**src/rtl/vga_tile_pkg.sv**
```systemverilog
// Shared constants and types for the tile RAM arbiter: screen geometry,
// tile codes, the clear FSM state and the internal grant selector.
package vga_tile_pkg;

    localparam int TILE_PX    = 20;
    localparam int GRID_W     = 32;
    localparam int GRID_H     = 24;
    localparam int TILE_COUNT = GRID_W * GRID_H;

    typedef enum logic [1:0] {
        EMPTY = 2'd0,
        BODY  = 2'd1,
        HEAD  = 2'd2,
        FOOD  = 2'd3
    } tile_code_t;

    typedef enum logic [1:0] {
        IDLE  = 2'd0,
        CLEAR = 2'd1,
        DONE  = 2'd2
    } clr_state_t;

    typedef enum logic {
        RR_WR = 1'b0,
        RR_RD = 1'b1
    } rr_sel_t;

    typedef enum logic [2:0] {
        GNT_NONE = 3'd0,
        GNT_VID  = 3'd1,
        GNT_CLR  = 3'd2,
        GNT_WR   = 3'd3,
        GNT_RD   = 3'd4
    } gnt_src_t;

endpackage

```
**src/rtl/vga_blank_window.sv**
```systemverilog
// Tracks the vertical blank window in which game writes may land: it opens on
// the vsync falling edge (frame_tick) and closes on the activevideo rising edge.
module vga_blank_window (
    input  logic clk,
    input  logic rst,
    input  logic vsync,
    input  logic activevideo,
    output logic frame_tick,
    output logic window_open
);

    logic vsync_q, vsync_d;
    logic active_q, active_d;
    logic open_q, open_d;
    logic vsync_fall;
    logic active_rise;

    // The window flag is used in the very cycle an edge is seen, so the
    // arbiter consumes the next-state value rather than the register.
    always_comb begin
        vsync_d     = vsync;
        active_d    = activevideo;
        vsync_fall  = vsync_q & ~vsync;
        active_rise = ~active_q & activevideo;
        open_d      = open_q;
        if (active_rise) begin
            open_d = 1'b0;
        end else if (vsync_fall) begin
            open_d = 1'b1;
        end
    end

    always_ff @(posedge clk) begin
        if (rst) begin
            vsync_q  <= 1'b1;
            active_q <= 1'b1;
            open_q   <= 1'b0;
        end else begin
            vsync_q  <= vsync_d;
            active_q <= active_d;
            open_q   <= open_d;
        end
    end

    assign frame_tick  = vsync_fall & ~rst;
    assign window_open = open_d & ~rst;

endmodule

```
**src/rtl/vga_tile_arbiter.sv**
```systemverilog
// Single-port tile RAM arbiter: renderer reads always win, then the full-RAM
// clear, then round-robin between game writes and reads.
module vga_tile_arbiter #(
    parameter int ADDR_W     = 10,
    parameter int DATA_W     = 2,
    parameter int TILE_COUNT = 768
) (
    input  logic              clk,
    input  logic              rst,
    input  logic              vsync,
    input  logic              activevideo,
    input  logic              sync_wr_en,
    input  logic              vid_req,
    input  logic [ADDR_W-1:0] vid_addr,
    output logic              vid_valid,
    input  logic              wr_req,
    input  logic [ADDR_W-1:0] wr_addr,
    input  logic [DATA_W-1:0] wr_data,
    output logic              wr_gnt,
    input  logic              rd_req,
    input  logic [ADDR_W-1:0] rd_addr,
    output logic              rd_gnt,
    output logic              rd_valid,
    output logic [DATA_W-1:0] rd_data,
    input  logic              clr_req,
    output logic              clr_done,
    output logic              busy,
    output logic              oor,
    output logic              frame_tick,
    output logic [ADDR_W-1:0] ram_addr,
    output logic              ram_we,
    output logic [DATA_W-1:0] ram_wdata,
    input  logic [DATA_W-1:0] ram_rdata
);

    import vga_tile_pkg::*;

    localparam logic [ADDR_W:0]   TILE_LIMIT = (ADDR_W + 1)'(TILE_COUNT);
    localparam logic [ADDR_W-1:0] LAST_ADDR  = ADDR_W'(TILE_COUNT - 1);

    clr_state_t        state_q, state_d;
    logic [ADDR_W-1:0] clr_addr_q, clr_addr_d;
    rr_sel_t           rr_q, rr_d;
    logic              vid_valid_q, vid_valid_d;
    logic              rd_valid_q, rd_valid_d;
    logic [DATA_W-1:0] rd_data_q, rd_data_d;

    gnt_src_t gnt;
    logic     window_open;
    logic     in_clear;
    logic     wr_elig;
    logic     rd_elig;
    logic     wr_in_range;

    vga_blank_window u_blank_window (
        .clk         (clk),
        .rst         (rst),
        .vsync       (vsync),
        .activevideo (activevideo),
        .frame_tick  (frame_tick),
        .window_open (window_open)
    );

    assign in_clear    = (state_q == CLEAR);
    assign wr_in_range = ({1'b0, wr_addr} < TILE_LIMIT);
    assign wr_elig     = wr_req & ~in_clear & (~sync_wr_en | window_open);
    assign rd_elig     = rd_req & ~in_clear;

    always_comb begin
        gnt = GNT_NONE;
        if (!rst) begin
            if (vid_req) begin
                gnt = GNT_VID;
            end else if (in_clear) begin
                gnt = GNT_CLR;
            end else if (wr_elig && rd_elig) begin
                gnt = (rr_q == RR_WR) ? GNT_WR : GNT_RD;
            end else if (wr_elig) begin
                gnt = GNT_WR;
            end else if (rd_elig) begin
                gnt = GNT_RD;
            end
        end
    end

    // An out-of-range write is still acknowledged so the game never stalls on it.
    always_comb begin
        ram_addr  = '0;
        ram_we    = 1'b0;
        ram_wdata = '0;
        wr_gnt    = 1'b0;
        rd_gnt    = 1'b0;
        oor       = 1'b0;
        case (gnt)
            GNT_VID: begin
                ram_addr = vid_addr;
            end
            GNT_CLR: begin
                ram_addr  = clr_addr_q;
                ram_we    = 1'b1;
                ram_wdata = DATA_W'(EMPTY);
            end
            GNT_WR: begin
                wr_gnt   = 1'b1;
                ram_addr = wr_addr;
                if (wr_in_range) begin
                    ram_we    = 1'b1;
                    ram_wdata = wr_data;
                end else begin
                    oor = 1'b1;
                end
            end
            GNT_RD: begin
                rd_gnt   = 1'b1;
                ram_addr = rd_addr;
            end
            default: begin
            end
        endcase
    end

    always_comb begin
        state_d     = state_q;
        clr_addr_d  = clr_addr_q;
        rr_d        = rr_q;
        vid_valid_d = (gnt == GNT_VID);
        rd_valid_d  = (gnt == GNT_RD);
        rd_data_d   = rd_valid_q ? ram_rdata : rd_data_q;

        case (state_q)
            IDLE: begin
                clr_addr_d = '0;
                if (clr_req) begin
                    state_d = CLEAR;
                end
            end
            CLEAR: begin
                if (gnt == GNT_CLR) begin
                    if (clr_addr_q == LAST_ADDR) begin
                        state_d = DONE;
                    end else begin
                        clr_addr_d = clr_addr_q + 1'b1;
                    end
                end
            end
            DONE: begin
                state_d = IDLE;
            end
            default: begin
                state_d = IDLE;
            end
        endcase

        if (gnt == GNT_WR) begin
            rr_d = RR_RD;
        end else if (gnt == GNT_RD) begin
            rr_d = RR_WR;
        end
    end

    always_ff @(posedge clk) begin
        if (rst) begin
            state_q     <= IDLE;
            clr_addr_q  <= '0;
            rr_q        <= RR_WR;
            vid_valid_q <= 1'b0;
            rd_valid_q  <= 1'b0;
            rd_data_q   <= '0;
        end else begin
            state_q     <= state_d;
            clr_addr_q  <= clr_addr_d;
            rr_q        <= rr_d;
            vid_valid_q <= vid_valid_d;
            rd_valid_q  <= rd_valid_d;
            rd_data_q   <= rd_data_d;
        end
    end

    // rd_data is captured from ram_rdata during the rd_valid cycle and held.
    assign vid_valid = vid_valid_q & ~rst;
    assign rd_valid  = rd_valid_q & ~rst;
    assign rd_data   = rd_data_q & {DATA_W{~rst}};
    assign busy      = in_clear & ~rst;
    assign clr_done  = (state_q == DONE) & ~rst;

endmodule
```
**config.mk**
```make
export PLATFORM = sky130hd
export DESIGN_NAME = vga_tile_arbiter
export DESIGN_NICKNAME = d
export VERILOG_FILES = /design/src/rtl/vga_tile_pkg.sv /design/src/rtl/vga_blank_window.sv /design/src/rtl/vga_tile_arbiter.sv
export SDC_FILE = /design/constraint.sdc
export NUM_CORES = 1
export LEC_CHECK = 0
export ABC_AREA = 0
export CORE_ASPECT_RATIO = 1.4
export CORE_MARGIN = 10
export CORE_UTILIZATION = 39
export DETAILED_ROUTE_END_ITERATION = 16
export GPL_TIMING_DRIVEN = 0
export PLACE_DENSITY = 0.85
export SYNTH_ARGS = -nofsm -noshare
export SYNTH_HDL_FRONTEND = slang
export SYNTH_SLANG_ARGS = --single-unit
```
**constraint.sdc**
```tcl
create_clock -name clk -period 3.3 [get_ports clk]
set_input_delay 0.825 -clock clk [delete_from_list [all_inputs] [get_ports clk]]
set_output_delay 0.825 -clock clk [all_outputs]
set_load 0.02 [all_outputs]
```
* Yosys cells after proc, flatten, opt, wreduce, memory -nomap -nowiden
Index checks and enable logic that the tools add are counted.
Word-level totals: logic and storage cells 73, bits in registers 20, output and inout bits 23
Operators by class: equal/unequal tests 11, reduce and logical (&&, ||, !) cells 6, multiplexer cells 27, add/sub/neg operators 1, bitwise logic cells 18, magnitude comparators 1
Operator list (number):
- $pmux 10 s4 | 1
- $mux 3 | 7
- $mux 10 | 2
- $pmux 10 s2 | 1
- $and 1x1->1 | 11
- $add 10x1->10 const B | 1
- $eq 10x10->1 const B | 1
- $lt 10x10->1 const B | 1
- $mux 2 | 5
- $mux 1 | 9
- $eq 3x2->1 const B | 2
- $reduce_and 3->1 | 2
- $not 1->1 | 5
- $ne 2x1->1 const B | 2
- $ne 2x2->1 const B | 2
- $pmux 2 s2 | 1
- $reduce_bool 2->1 | 2
- $eq 3x1->1 const B | 1
- $eq 3x3->1 const B | 1
- $and 2x2->2 | 1
- $eq 2x1->1 const B | 1
- $eq 2x2->1 const B | 1
- $logic_not 2->1 | 1
- $pmux 1 s2 | 1
- 2 further kinds | 2

* Logic depth before layout (Yosys ltp)
Gate-level depths: netlist of the first run.
depth after elaboration 15, mapped depth 6

* Modules after synthesis
From an unflattened synthesis of the first run, not the netlist that was laid out.
Second synthesis, totals: cells, all modules 151, area total of the unflattened synthesis 1297.5 um^2
Modules (own cells, without submodules):
- vga_tile_arbiter | sequential area each 340.3 um^2, area each 1182.4 um^2, times used 1, cells each 140
- vga_blank_window | sequential area each 60.1 um^2, area each 115.1 um^2, times used 1, cells each 11

* Worst setup path before layout of the first run
OpenSTA, ideal clock, no wires.
kind input -> output, from input port activevideo, to output port ram_addr[0], stages 6, path slack 193 ps, data arrival time 2282 ps, buffers on the path 1, cells stage by stage inv_1 o221a_2 o21ai_1 o21ba_2 clkbuf_1 a221o_1
On the way: longest elaborated chain between the ends 12, elaborated cells on any way between the ends 16, classes of those cells eq/ne: 4; mux: 7; bitwise: 4; reduce/logical: 1
Ends and longest elaborated chain:
- start: declaration | RTL line vga_tile_arbiter.sv:11 | input logic activevideo,
- $and 1x1->1 (*) | RTL line vga_blank_window.sv:24 | active_rise = ~active_q & activevideo;
- $mux 1 (*) | RTL line vga_blank_window.sv:26 | if (active_rise) begin
- $and 1x1->1 (*) | RTL line vga_blank_window.sv:46 | assign window_open = open_d & ~rst;
- $or 1x1->1 (*) | RTL line vga_tile_arbiter.sv:66 | assign wr_elig = wr_req & ~in_clear & (~sync_wr_en | window_open);
- $and 1x1->1 (*) | RTL line vga_tile_arbiter.sv:66
- $mux 3 / $logic_and 1x1->1 (equally long branches) | RTL line vga_tile_arbiter.sv:78, vga_tile_arbiter.sv:76
- $mux 3 (*) | RTL line vga_tile_arbiter.sv:76 | end else if (wr_elig && rd_elig) begin
- $mux 3 (*) | RTL line vga_tile_arbiter.sv:74 | end else if (in_clear) begin
- $mux 3 (*) | RTL line vga_tile_arbiter.sv:72 | if (vid_req) begin
- $mux 3 (*) | RTL line vga_tile_arbiter.sv:71 | if (!rst) begin
- $eq 3x3->1, or another cell as far along | RTL line vga_tile_arbiter.sv:94 | case (gnt)
- $pmux 10 s4 (*) | RTL line vga_tile_arbiter.sv:94
- end: declaration | RTL line vga_tile_arbiter.sv:30 | output logic [ADDR_W-1:0] ram_addr,
Every way passes the cells marked *; elsewhere a longest branch is shown, timed or not.

* Worst setup path after layout of the first run
from input port rst, to output port ram_addr[1]
On the way: longest elaborated chain between the ends 11, elaborated cells on any way between the ends 15, classes of those cells eq/ne: 4; mux: 6; bitwise: 4; reduce/logical: 1
Ends and longest elaborated chain:
- start: declaration | RTL line vga_tile_arbiter.sv:9 | input logic rst,
- $not 1->1 | RTL line vga_blank_window.sv:46
- $and 1x1->1 | RTL line vga_blank_window.sv:46
- $or 1x1->1 | RTL line vga_tile_arbiter.sv:66
- $and 1x1->1 | RTL line vga_tile_arbiter.sv:66
- $mux 3 / $logic_and 1x1->1 (equally long branches) | RTL line vga_tile_arbiter.sv:78, vga_tile_arbiter.sv:76
- $mux 3 | RTL line vga_tile_arbiter.sv:76
- $mux 3 | RTL line vga_tile_arbiter.sv:74
- $mux 3 | RTL line vga_tile_arbiter.sv:72
- $mux 3 (*) | RTL line vga_tile_arbiter.sv:71
- $eq 3x3->1, or another cell as far along | RTL line vga_tile_arbiter.sv:94
- $pmux 10 s4 (*) | RTL line vga_tile_arbiter.sv:94
Marks and branches as above.

==> run_results.csv, run 1 <==
group,metric,value,unit
synthesis,synthXorXnorAreaFrac,3.518,%
worst_setup_path,reg2reg_slack,1.26,ns
power,clkPwrFrac,38.1,%
clock_tree,htree_levels,1,
sta,rsz0062_at_grt,"false",
floorplan,ios,66,
grt,grt_use_total,16.00,%
hold_path,hold_path_class,"reg -> reg",
drt,dr.pass1.iters,4,
worst_setup_path,start_kind,"input pin",
clock_tree,cts-root-buf,"clkbuf_8",
drt,vias,1483,
floorplan,design.core.area,3093,sq um
drt,drt-initial-drc-count,93,
synthesis,yosysWarnings,0,
sta,slew_headroom,59.89,%
power,combPwrFrac,23.7,%
clock_tree,clk_latency,0.27,ns
placement,place_congestion,0.8956,
worst_setup_path,crit_end,"ram_addr[1]",
layout,drive_gt1_share,19.35,%
synthesis,synthAdderAreaFrac,1.005,%
drt,vias_per_cell,5.793,
drt,antenna_left,0,
sta,holdWs,0.4985,ns
floorplan,die_h,86.85,um
worst_setup_path,worst-path-max-fanout,5,
floorplan,start_util,40.25,%
drt,wl_met2,2617,um
synthesis,synthArstFlopShare,0,%
layout,diodes,0,
synthesis,synthSimpleGateAreaFrac,24.02,%
layout,nNetsFinal,262,
power,ir_drop,270.5,uV
layout,layout_common_cells,"44 x clkdlybuf4s50_1, 20 x dfxtp_1, 18 x nor2_1",
layout,seq_area,400.4,sq um
drt,drt-met1-wl,1720,um
power,p_int,0.0004952,W
placement,portBuffers,65,
power,power_density,314.5,nW/um^2
drt,drc,0,
clock_tree,clockBufferDepth,2,
sta,period_share,97.68,%
synthesis,synth_area,1245,sq um
drt,met3WireLength,340,um
worst_setup_path,arrival,2.40,ns
worst_setup_path,path_class,"in -> out",
synthesis,avgSynthCellArea,8.956,sq um
sta,max_freq,310.2,MHz
clock_tree,numCtsBuffers,3,
worst_setup_path,crit_path_end_kind,"primary output",
floorplan,die_area,5884,sq um
floorplan,num_rows,24,
worst_setup_path,setup.worst_path.start,"rst",
synthesis,seq_area_frac_synth,32.16,%
run_status,status,"finished, final reports clean",
drt,top_layer_used,"met4",
power,swShare,24.82,%
sta,finalCriticalPeriod,3.223,ns
grt,grt_pass1_vias,1543,
grt,grt_start_max_net_pins,13,
grt,antenna_found_initial,0,
layout,multi_input_area,828.3,sq um
sta,slew_viol_final,0,
worst_setup_path,r2r-start,"state_q[0]",
power,pwr-share-seq,38.3,%
synthesis,synth.area.mux_share,1.608,%
sta,hold_violations,0,
drt,routed_wirelength,4816,um
power,p_leak,0.8700,nW
worst_setup_path,r2r_end,"clr_addr_q[7]",
layout,area_growth,68.24,%
job,drv_cap,0,
clock_tree,clock-sinks,20,
layout,fillers,257,
synthesis,synth_top_family_by_area,"compound AO/OA/AOI/OAI gates",
grt,grt_overflow,0,
synthesis,ys_ff_latch,20,
sta,skew,0.003461,ns
power,p_sw,0.0001635,W
sta,tightest_slew,0.5976,ns
grt,grt_pass1_wl,7548,um
floorplan,dieWidth,67.75,um
synthesis,syn_nets,183,
synthesis,ys.flop_type,"dfxtp_1",
clock_tree,path_clk_slew,0.08,ns
synthesis,ys_types,46,
worst_setup_path,r2r_cells,6,
synthesis,synth_cells,139,
layout,layout_commonest_cell,"clkdlybuf4s50_1",
drt,routedWlPerCell,18.81,um
clock_tree,cts_hold_buffers,0,
sta,fin_setup_tns,0,ns
placement,hpwl,3713,um
synthesis,synth-compound-area-share,33.37,%
synthesis,synth_edf_count,0,
sta,setup_viol,0,
worst_setup_path,crit_required,2.47,ns
clock_tree,cts_tree,"yes",
## metrics by stage
| stage | cells | total power (W) | instance area (sq um) | setup slack [ns] | util (%) |
|---|---|---|---|---|---|
| floorplan | 139 | 0.0003163 | 1245 | 0.1928 | - |
| global route | 256 | 0.0006822 | 2095 | 0.01346 | 67.72 |
| CTS | 256 | 0.0006582 | 2100 | 0.01646 | 67.88 |
| detailed placement | 243 | 0.0004063 | 1944 | -1.052 | 62.86 |
| finish | 256 | 0.0006587 | 2095 | 0.07666 | 67.72 |
| global placement | 243 | 0.0004023 | 1944 | -0.9471 | 62.86 |
## registers in the layout (all words and copies together) (netlist names)
name	count
vid_valid_q	1
u_blank_window.active_q	1
state_q	2
rd_data_q	2
rr_q	1
rd_valid_q	1
clr_addr_q	10
u_blank_window.vsync_q	1
u_blank_window.open_q	1
## worst min path at each step
stage,start,to,slack [ns],depth (start not counted)
2_1_floorplan,rd_data_q[0],rd_data_q[0],0.45,2
3_3_place_gp,rd_data_q[1],rd_data_q[1],0.47,2
3_5_place_dp,rd_data_q[1],rd_data_q[1],0.48,2
4_1_cts,rd_data_q[1],rd_data_q[1],0.50,2
5_1_grt,rd_data_q[0],rd_data_q[0],0.55,2
6_report,rd_data_q[1],rd_data_q[1],0.50,2
## worst max-delay path: stages
cell,delay [ns]
dlygate4sd2_1,0.34
inv_2,0.09
o221a_4,0.14
o21ai_4,0.24
nor3_4,0.09
buf_4,0.16
a221o_1,0.35
buf_2,0.17
## timing repair
action                                  CTS  global route
resized for setup                        71             6
gates cloned                              2             0
pin swaps                                 6             1
buffers inserted                          7             0
endpoints found under the setup margin   20             6
## power groups by stage
stage | Clock, W | Sequential [W] | Combinational (W)
after floorplan | 0 | 0.000256 | 0.0000603
after global placement | 0 | 0.000257 | 0.000145
after detailed placement | 0 | 0.000257 | 0.000149
after CTS | 0.000252 | 0.000252 | 0.000155
after global routing | 0.000264 | 0.000253 | 0.000166
final | 0.000251 | 0.000252 | 0.000156
## cell type report
| class | instances | area share (%) |
|---|---|---|
| Multi-Input combinational cell | 105 | 39.55 |
| Timing Repair Buffer | 74 | 31.54 |
| Sequential cell | 20 | 19.12 |
| Buffer | 8 | 2.987 |
| Tap cell | 39 | 2.330 |
| Clock buffer | 3 | 1.971 |
| Clock inverter | 1 | 1.434 |
| Inverter | 6 | 1.075 |
## Yosys cell counts (3+ instances only)
cell type / count / area [sq um]
dfxtp_1: 20 / 400.4
nor2_1: 18 / 67.56
a221o_1: 10 / 100.1
a22o_1: 10 / 87.58
clkbuf_1: 7 / 26.28
nand2_1: 7 / 26.28
nor2b_1: 7 / 43.79
inv_1: 5 / 18.77
xnor2_1: 5 / 43.79
nand3_1: 4 / 20.02
nand2b_1: 3 / 18.77
nor4_1: 3 / 18.77
## metal layers
metal / GRT usage, % / vias up
li1: - / 691
met5: 0 / -
met2: 31.36 / 73
met3: 2.320 / 14
met1: 16.07 / 705
met4: 5.243 / 0
## cells by family after synthesis
group / count (synthesis)
muxes: 2
buffers and inverters: 14
AOI/OAI and AO/OA: 43
adders and majority gates: 1
xor gates and xnor gates: 5
and+or+nand+nor: 54
DFF: 20
No activity file was read; power rests on OpenSTA's default activity.
==> inputs of run 2 (changes only) <==
--- a/config.mk
+++ b/config.mk
@@ -8,10 +8,10 @@
 export ABC_AREA = 0
 export CORE_ASPECT_RATIO = 1.4
 export CORE_MARGIN = 10
-export CORE_UTILIZATION = 39
+export CORE_UTILIZATION = 35
 export DETAILED_ROUTE_END_ITERATION = 16
 export GPL_TIMING_DRIVEN = 0
-export PLACE_DENSITY = 0.85
+export PLACE_DENSITY = 0.78
 export SYNTH_ARGS = -nofsm -noshare
 export SYNTH_HDL_FRONTEND = slang
 export SYNTH_SLANG_ARGS = --single-unit
==> run_results.csv, run 2 (same netlist as run 1, synthesis figures left out) <==
group,metric,value,unit
sta,setup_viol,0,
grt,grt_pass1_vias,1388,
worst_setup_path,r2r_cells,6,
sta,skew,0.002501,ns
worst_setup_path,worst-path-max-fanout,5,
floorplan,start_util,36.51,%
sta,slew_headroom,65.73,%
placement,dp_slack,-0.9846,ns
sta,period_share,97.82,%
worst_setup_path,r2r-start,"clr_addr_q[0]",
sta,fin_setup_tns,0,ns
drt,dr.pass1.iters,4,
layout,final_area,2077,sq um
sta,finalCriticalPeriod,3.228,ns
floorplan,dieWidth,70.41,um
clock_tree,clockBufferDepth,2,
layout,fillers,313,
hold_path,hold_path_class,"reg -> reg",
worst_setup_path,start_kind,"input pin",
clock_tree,cts_tree,"yes",
power,total_power,0.0006544,W
drt,antenna_left,0,
worst_setup_path,arrival,2.40,ns
worst_setup_path,cpPeakStageDelay,0.46,ns
layout,drive_gt1_share,18.69,%
worst_setup_path,cp_top_family,"buffers and inverters",
worst_setup_path,reg2reg_slack,1.26,ns
placement,portBuffers,65,
hold_path,hp-start,"rd_data_q[0]",
grt,grt_use_total,13.37,%
worst_setup_path,crit_path_end_kind,"primary output",
clock_tree,clock-sinks,20,
grt,grt_start_max_net_pins,13,
run_status,status,"finished, final reports clean",
clock_tree,numCtsBuffers,3,
clock_tree,clk_latency,0.27,ns
layout,nNetsFinal,259,
layout,diodes,0,
floorplan,num_rows,25,
drt,drc,0,
job,drv_cap,0,
clock_tree,htree_levels,1,
sta,layout_setup_ws,0.07182,ns
worst_setup_path,crit_buf_inv,5,
layout,layout_common_cells,"44 x clkdlybuf4s50_1, 20 x dfxtp_1, 18 x nor2_1",
layout,largest_reg_flops,10,
layout,layout_commonest_cell,"clkdlybuf4s50_1",
floorplan,ios,66,
hold_path,hold_path_depth,2,
clock_tree,path_clk_slew,0.08,ns
sta,hold_violations,0,
layout,largest_register,"clr_addr_q",
placement,hpwl,3440,um
sta,max_freq,309.8,MHz
floorplan,die_h,90.57,um
worst_setup_path,path_class,"in -> out",
floorplan,design.core.area,3410,sq um
placement,place_congestion,0.8160,
layout,top_regs,"clr_addr_q x10, rd_data_q x2, state_q x2",
layout,fin_util,60.92,%
drt,routed_wirelength,4319,um
worst_setup_path,crit_slowest_cell,"clkdlybuf4s50_1",
worst_setup_path,crit_required,2.47,ns
layout,area_growth,66.83,%
drt,drt-initial-drc-count,57,
clock_tree,cts-root-buf,"clkbuf_8",
power,power_density,315.1,nW/um^2
sta,tightest_slew,0.5106,ns
worst_setup_path,r2r_end,"clr_addr_q[7]",
sta,slew_viol_final,0,
drt,vias,1379,
grt,antenna_found_initial,0,
grt,grt_pass1_wl,7065,um
placement,dpl_cell_area,1946,sq um
drt,vias_per_cell,5.429,
worst_setup_path,path_cells,"clkdlybuf4s50_1 > inv_1 > o21ai_4 > nor3_4 > buf_4 > buf_6 > a221o_1 > buf_2",
floorplan,die_area,6376,sq um
hold_path,hold_path_end,"rd_data_q[0]",
drt,routedWlPerCell,17.00,um
power,p_leak,0.8487,nW
power,ir_drop,249.6,uV
grt,grt_overflow,0,
run 2: worst min-delay path, cell delays in order, from the launching register on:
cell and delay, ns:
dfxtp_1 0.32, mux2i_1 0.06, nor2_1 0.08
run 2: cell type report:
class / count / area, sq um / area share, %
repair buffers: 71 / 640.6 / 30.84
multi-input cells: 105 / 830.8 / 40.00
flip-flops and latches: 20 / 400.4 / 19.28
plain buffers: 8 / 61.31 / 2.952
clock buffers: 3 / 41.29 / 1.988
clock inverters: 1 / 30.03 / 1.446
well taps: 40 / 50.05 / 2.410
inverters: 6 / 22.52 / 1.084
run 2: per-layer routing:
metal | GRT usage [%] | wire length, um | vias up
met5 | 0 | 0 | -
met4 | 3.960 | 51 | 0
met3 | 3.410 | 310 | 5
met2 | 23.42 | 2231 | 54
met1 | 15.22 | 1726 | 632
li1 | - | - | 688
run 2: worst max-delay path by stage:
| stage | end | startpoint | cells after the start |
|---|---|---|---|
| after floorplan | ram_addr[0] | activevideo | 6 |
| after global placement | ram_addr[9] | rst | 8 |
| after detailed placement | ram_addr[9] | rst | 8 |
| after CTS | ram_addr[4] | activevideo | 8 |
| after global routing | ram_addr[7] | activevideo | 9 |
| final | ram_addr[7] | sync_wr_en | 8 |
run 2: stage by stage:
stage          std cells  hold slack [ns]
3_5_place_dp         244           0.4803
4_1_cts              253           0.4990
6_report             254           0.4929
2_1_floorplan        139           0.4520
3_3_place_gp         244           0.4643
5_1_grt              254           0.5364
run 2: timing repair:
action                     CTS  global route
cloned                       2             0
setup endpoints to repair   20            11
pin swaps                    5             1
setup buffers                3             1
hold buffers                 0             0
resized for setup           65             9
run 2: report_power, final:
group          internal (W)  switching (W)
Sequential         0.000247     0.00000479
Combinational     0.0000846      0.0000658
Clock              0.000162      0.0000901
Total              0.000494       0.000161
==> variant: new RTL, settings of run 2 <==
`clr_addr_q` no longer has a reset.
--- a/src/rtl/vga_tile_arbiter.sv
+++ b/src/rtl/vga_tile_arbiter.sv
@@ -161,19 +161,21 @@
     always_ff @(posedge clk) begin
         if (rst) begin
             state_q     <= IDLE;
-            clr_addr_q  <= '0;
             rr_q        <= RR_WR;
             vid_valid_q <= 1'b0;
             rd_valid_q  <= 1'b0;
             rd_data_q   <= '0;
         end else begin
             state_q     <= state_d;
-            clr_addr_q  <= clr_addr_d;
             rr_q        <= rr_d;
             vid_valid_q <= vid_valid_d;
             rd_valid_q  <= rd_valid_d;
             rd_data_q   <= rd_data_d;
         end
+    end
+
+    always_ff @(posedge clk) begin
+        clr_addr_q <= clr_addr_d;
     end
 
     // rd_data is captured from ram_rdata during the rd_valid cycle and held.
Function: no difference found for any inputs over 10 cycles, from zero or initial values and one cycle with rst high; that may be too few to reach the edited logic, so the function may still have changed.
==> variant against run 2 <==
- power grew 3.3%
- combinational power increased by 24%
- wire length down 6.5%
- non-clock buffer count fell by 4
- synthesized area increased by 7.8%
- setup slack better by 0.047 ns
- design area rose by 1.7%
- first-iteration DRC count down 40%
- die area grew 5.8%
- sequential cell count stayed put
- largest cell class unchanged
- largest power group unchanged
==> variant: results (changes against run 2) <==
setup_path:
  critPathMaxStageDelay_ns: 0.43  # was 0.46 ns
  worstPathMaxFanout: 5  # unchanged
  r2r_cells: 5  # was 6
  crit_arrival_ns: 2.36  # was 2.40 ns
  critPathSlowestCell: "a2111oi_4"  # was clkdlybuf4s50_1
logic_synthesis:
  synth_cell_types: 32  # was 46
  syn_nets: 187  # was 183
  ys_top_cells_by_count: "inv_1, nand2_1, nor2_1, mux2i_1, o221ai_2"  # was dfxtp_1, nor2_1, a221o_1, a22o_1
  yosysSeqAreaShare_pct: 37.3  # was 32.2%
  netlist_instances: 143  # was 139
  synth_area_leaders: "edfxtp_1, dfxtp_1, o221ai_2"  # was dfxtp_1, a221o_1, a22o_1
  synth-edff-count: 10  # was 0
cells_and_area:
  postLayoutCoreUtil_pct: 57.5  # was 60.9%
  fillers: 346  # was 313
  nets: 261  # was 259
  drive_gt1_share_pct: 23.1  # was 18.7%
grt:
  first_global_vias: 1275  # was 1388
  grt_pass1_wl_um: 6420  # was 7070 um
  grt_usage_pct: 11.8  # was 13.4%
pwr:
  power.leakage_uw: 0.000922  # was 0.000849 uW
  vdd_drop_max_mv: 0.212  # was 0.250 mV
route:
  via_count: 1248  # was 1379
  routed_wl_um: 4040  # was 4320 um
  drt_iter0_drc: 34  # was 57
  wl_per_cell_um: 15.7  # was 17.0 um
  drtPass1Iterations: 4  # unchanged
placement:
  gp_congestion: 0.777  # was 0.816
  placed_cell_area_um2: 2050  # was 1950 um^2
  placed_cells: 250  # was 244
  post-place-ws_ns: -0.745  # was -0.985 ns
sta:
  worst_pin_slew_ns: 0.969  # was 0.511 ns
worst_hold_path:
  hp-class: "reg -> reg"  # unchanged
  hold_path_depth: 1  # was 2
run_status:
  status: "finished clean"  # unchanged
## variant: layout make-up
class                      instances  area share [%]
buffer                             6            2.01
clock buffer                       4            2.61
inverter                          18            3.20
multi-input combinational         99            36.5
sequential                        20            23.7
tap                               42            2.49
timing repair buffer              69            29.5
## variant: worst paths after layout
path,endpoint,start,slack [ns]
worst max-delay path,ram_addr[1],activevideo,0.12
worst min-delay path,state_q[0],state_q[1],0.47
worst min register to register,state_q[0],state_q[1],0.47
worst max register to register,clr_addr_q[6],clr_addr_q[0],1.05
## variant: per-layer routing
| metal | vias to the layer above | wire length (um) | track usage (%) |
|---|---|---|---|
| met3 | 5 | 225 | 3.07 |
| li1 | 644 | - | - |
| met2 | 37 | 2020 | 19.9 |
| met1 | 562 | 1730 | 13.6 |
| met4 | 0 | 69 | 5.34 |
| met5 | - | 0 | 0 |
## variant: critical path: cells and delay by family
| kind | cells | cell delay, ns |
|---|---|---|
| buffers and inverters | 4 | 0.61 |
| AOI/OAI and AO/OA | 3 | 0.67 |
| muxes | 1 | 0.23 |
## variant: report_power, final
| group | internal [uW] | leakage [uW] | switching, uW |
|---|---|---|---|
| clock network | 106 | 0.0000288 | 82.3 |
| registers | 281 | 0.000193 | 19.9 |
| logic | 99.8 | 0.000700 | 86.6 |
## variant: kinds of logic after synthesis
kind of cell	share of synthesized area [%]
buffers and inverters	7.64
adder cells (fa/ha/maj)	0.932
AND/OR/NAND/NOR	22.7
multiplexers	8.95
AO/OA/AOI/OAI	17.2
XOR/XNOR	5.22
flip-flops	37.3
## variant: timing repair
item	in CTS	in global routing
pin swaps	2	5
setup endpoints to repair	22	13
cloned	1	0
buffers inserted	1	2
gates resized for setup	66	14
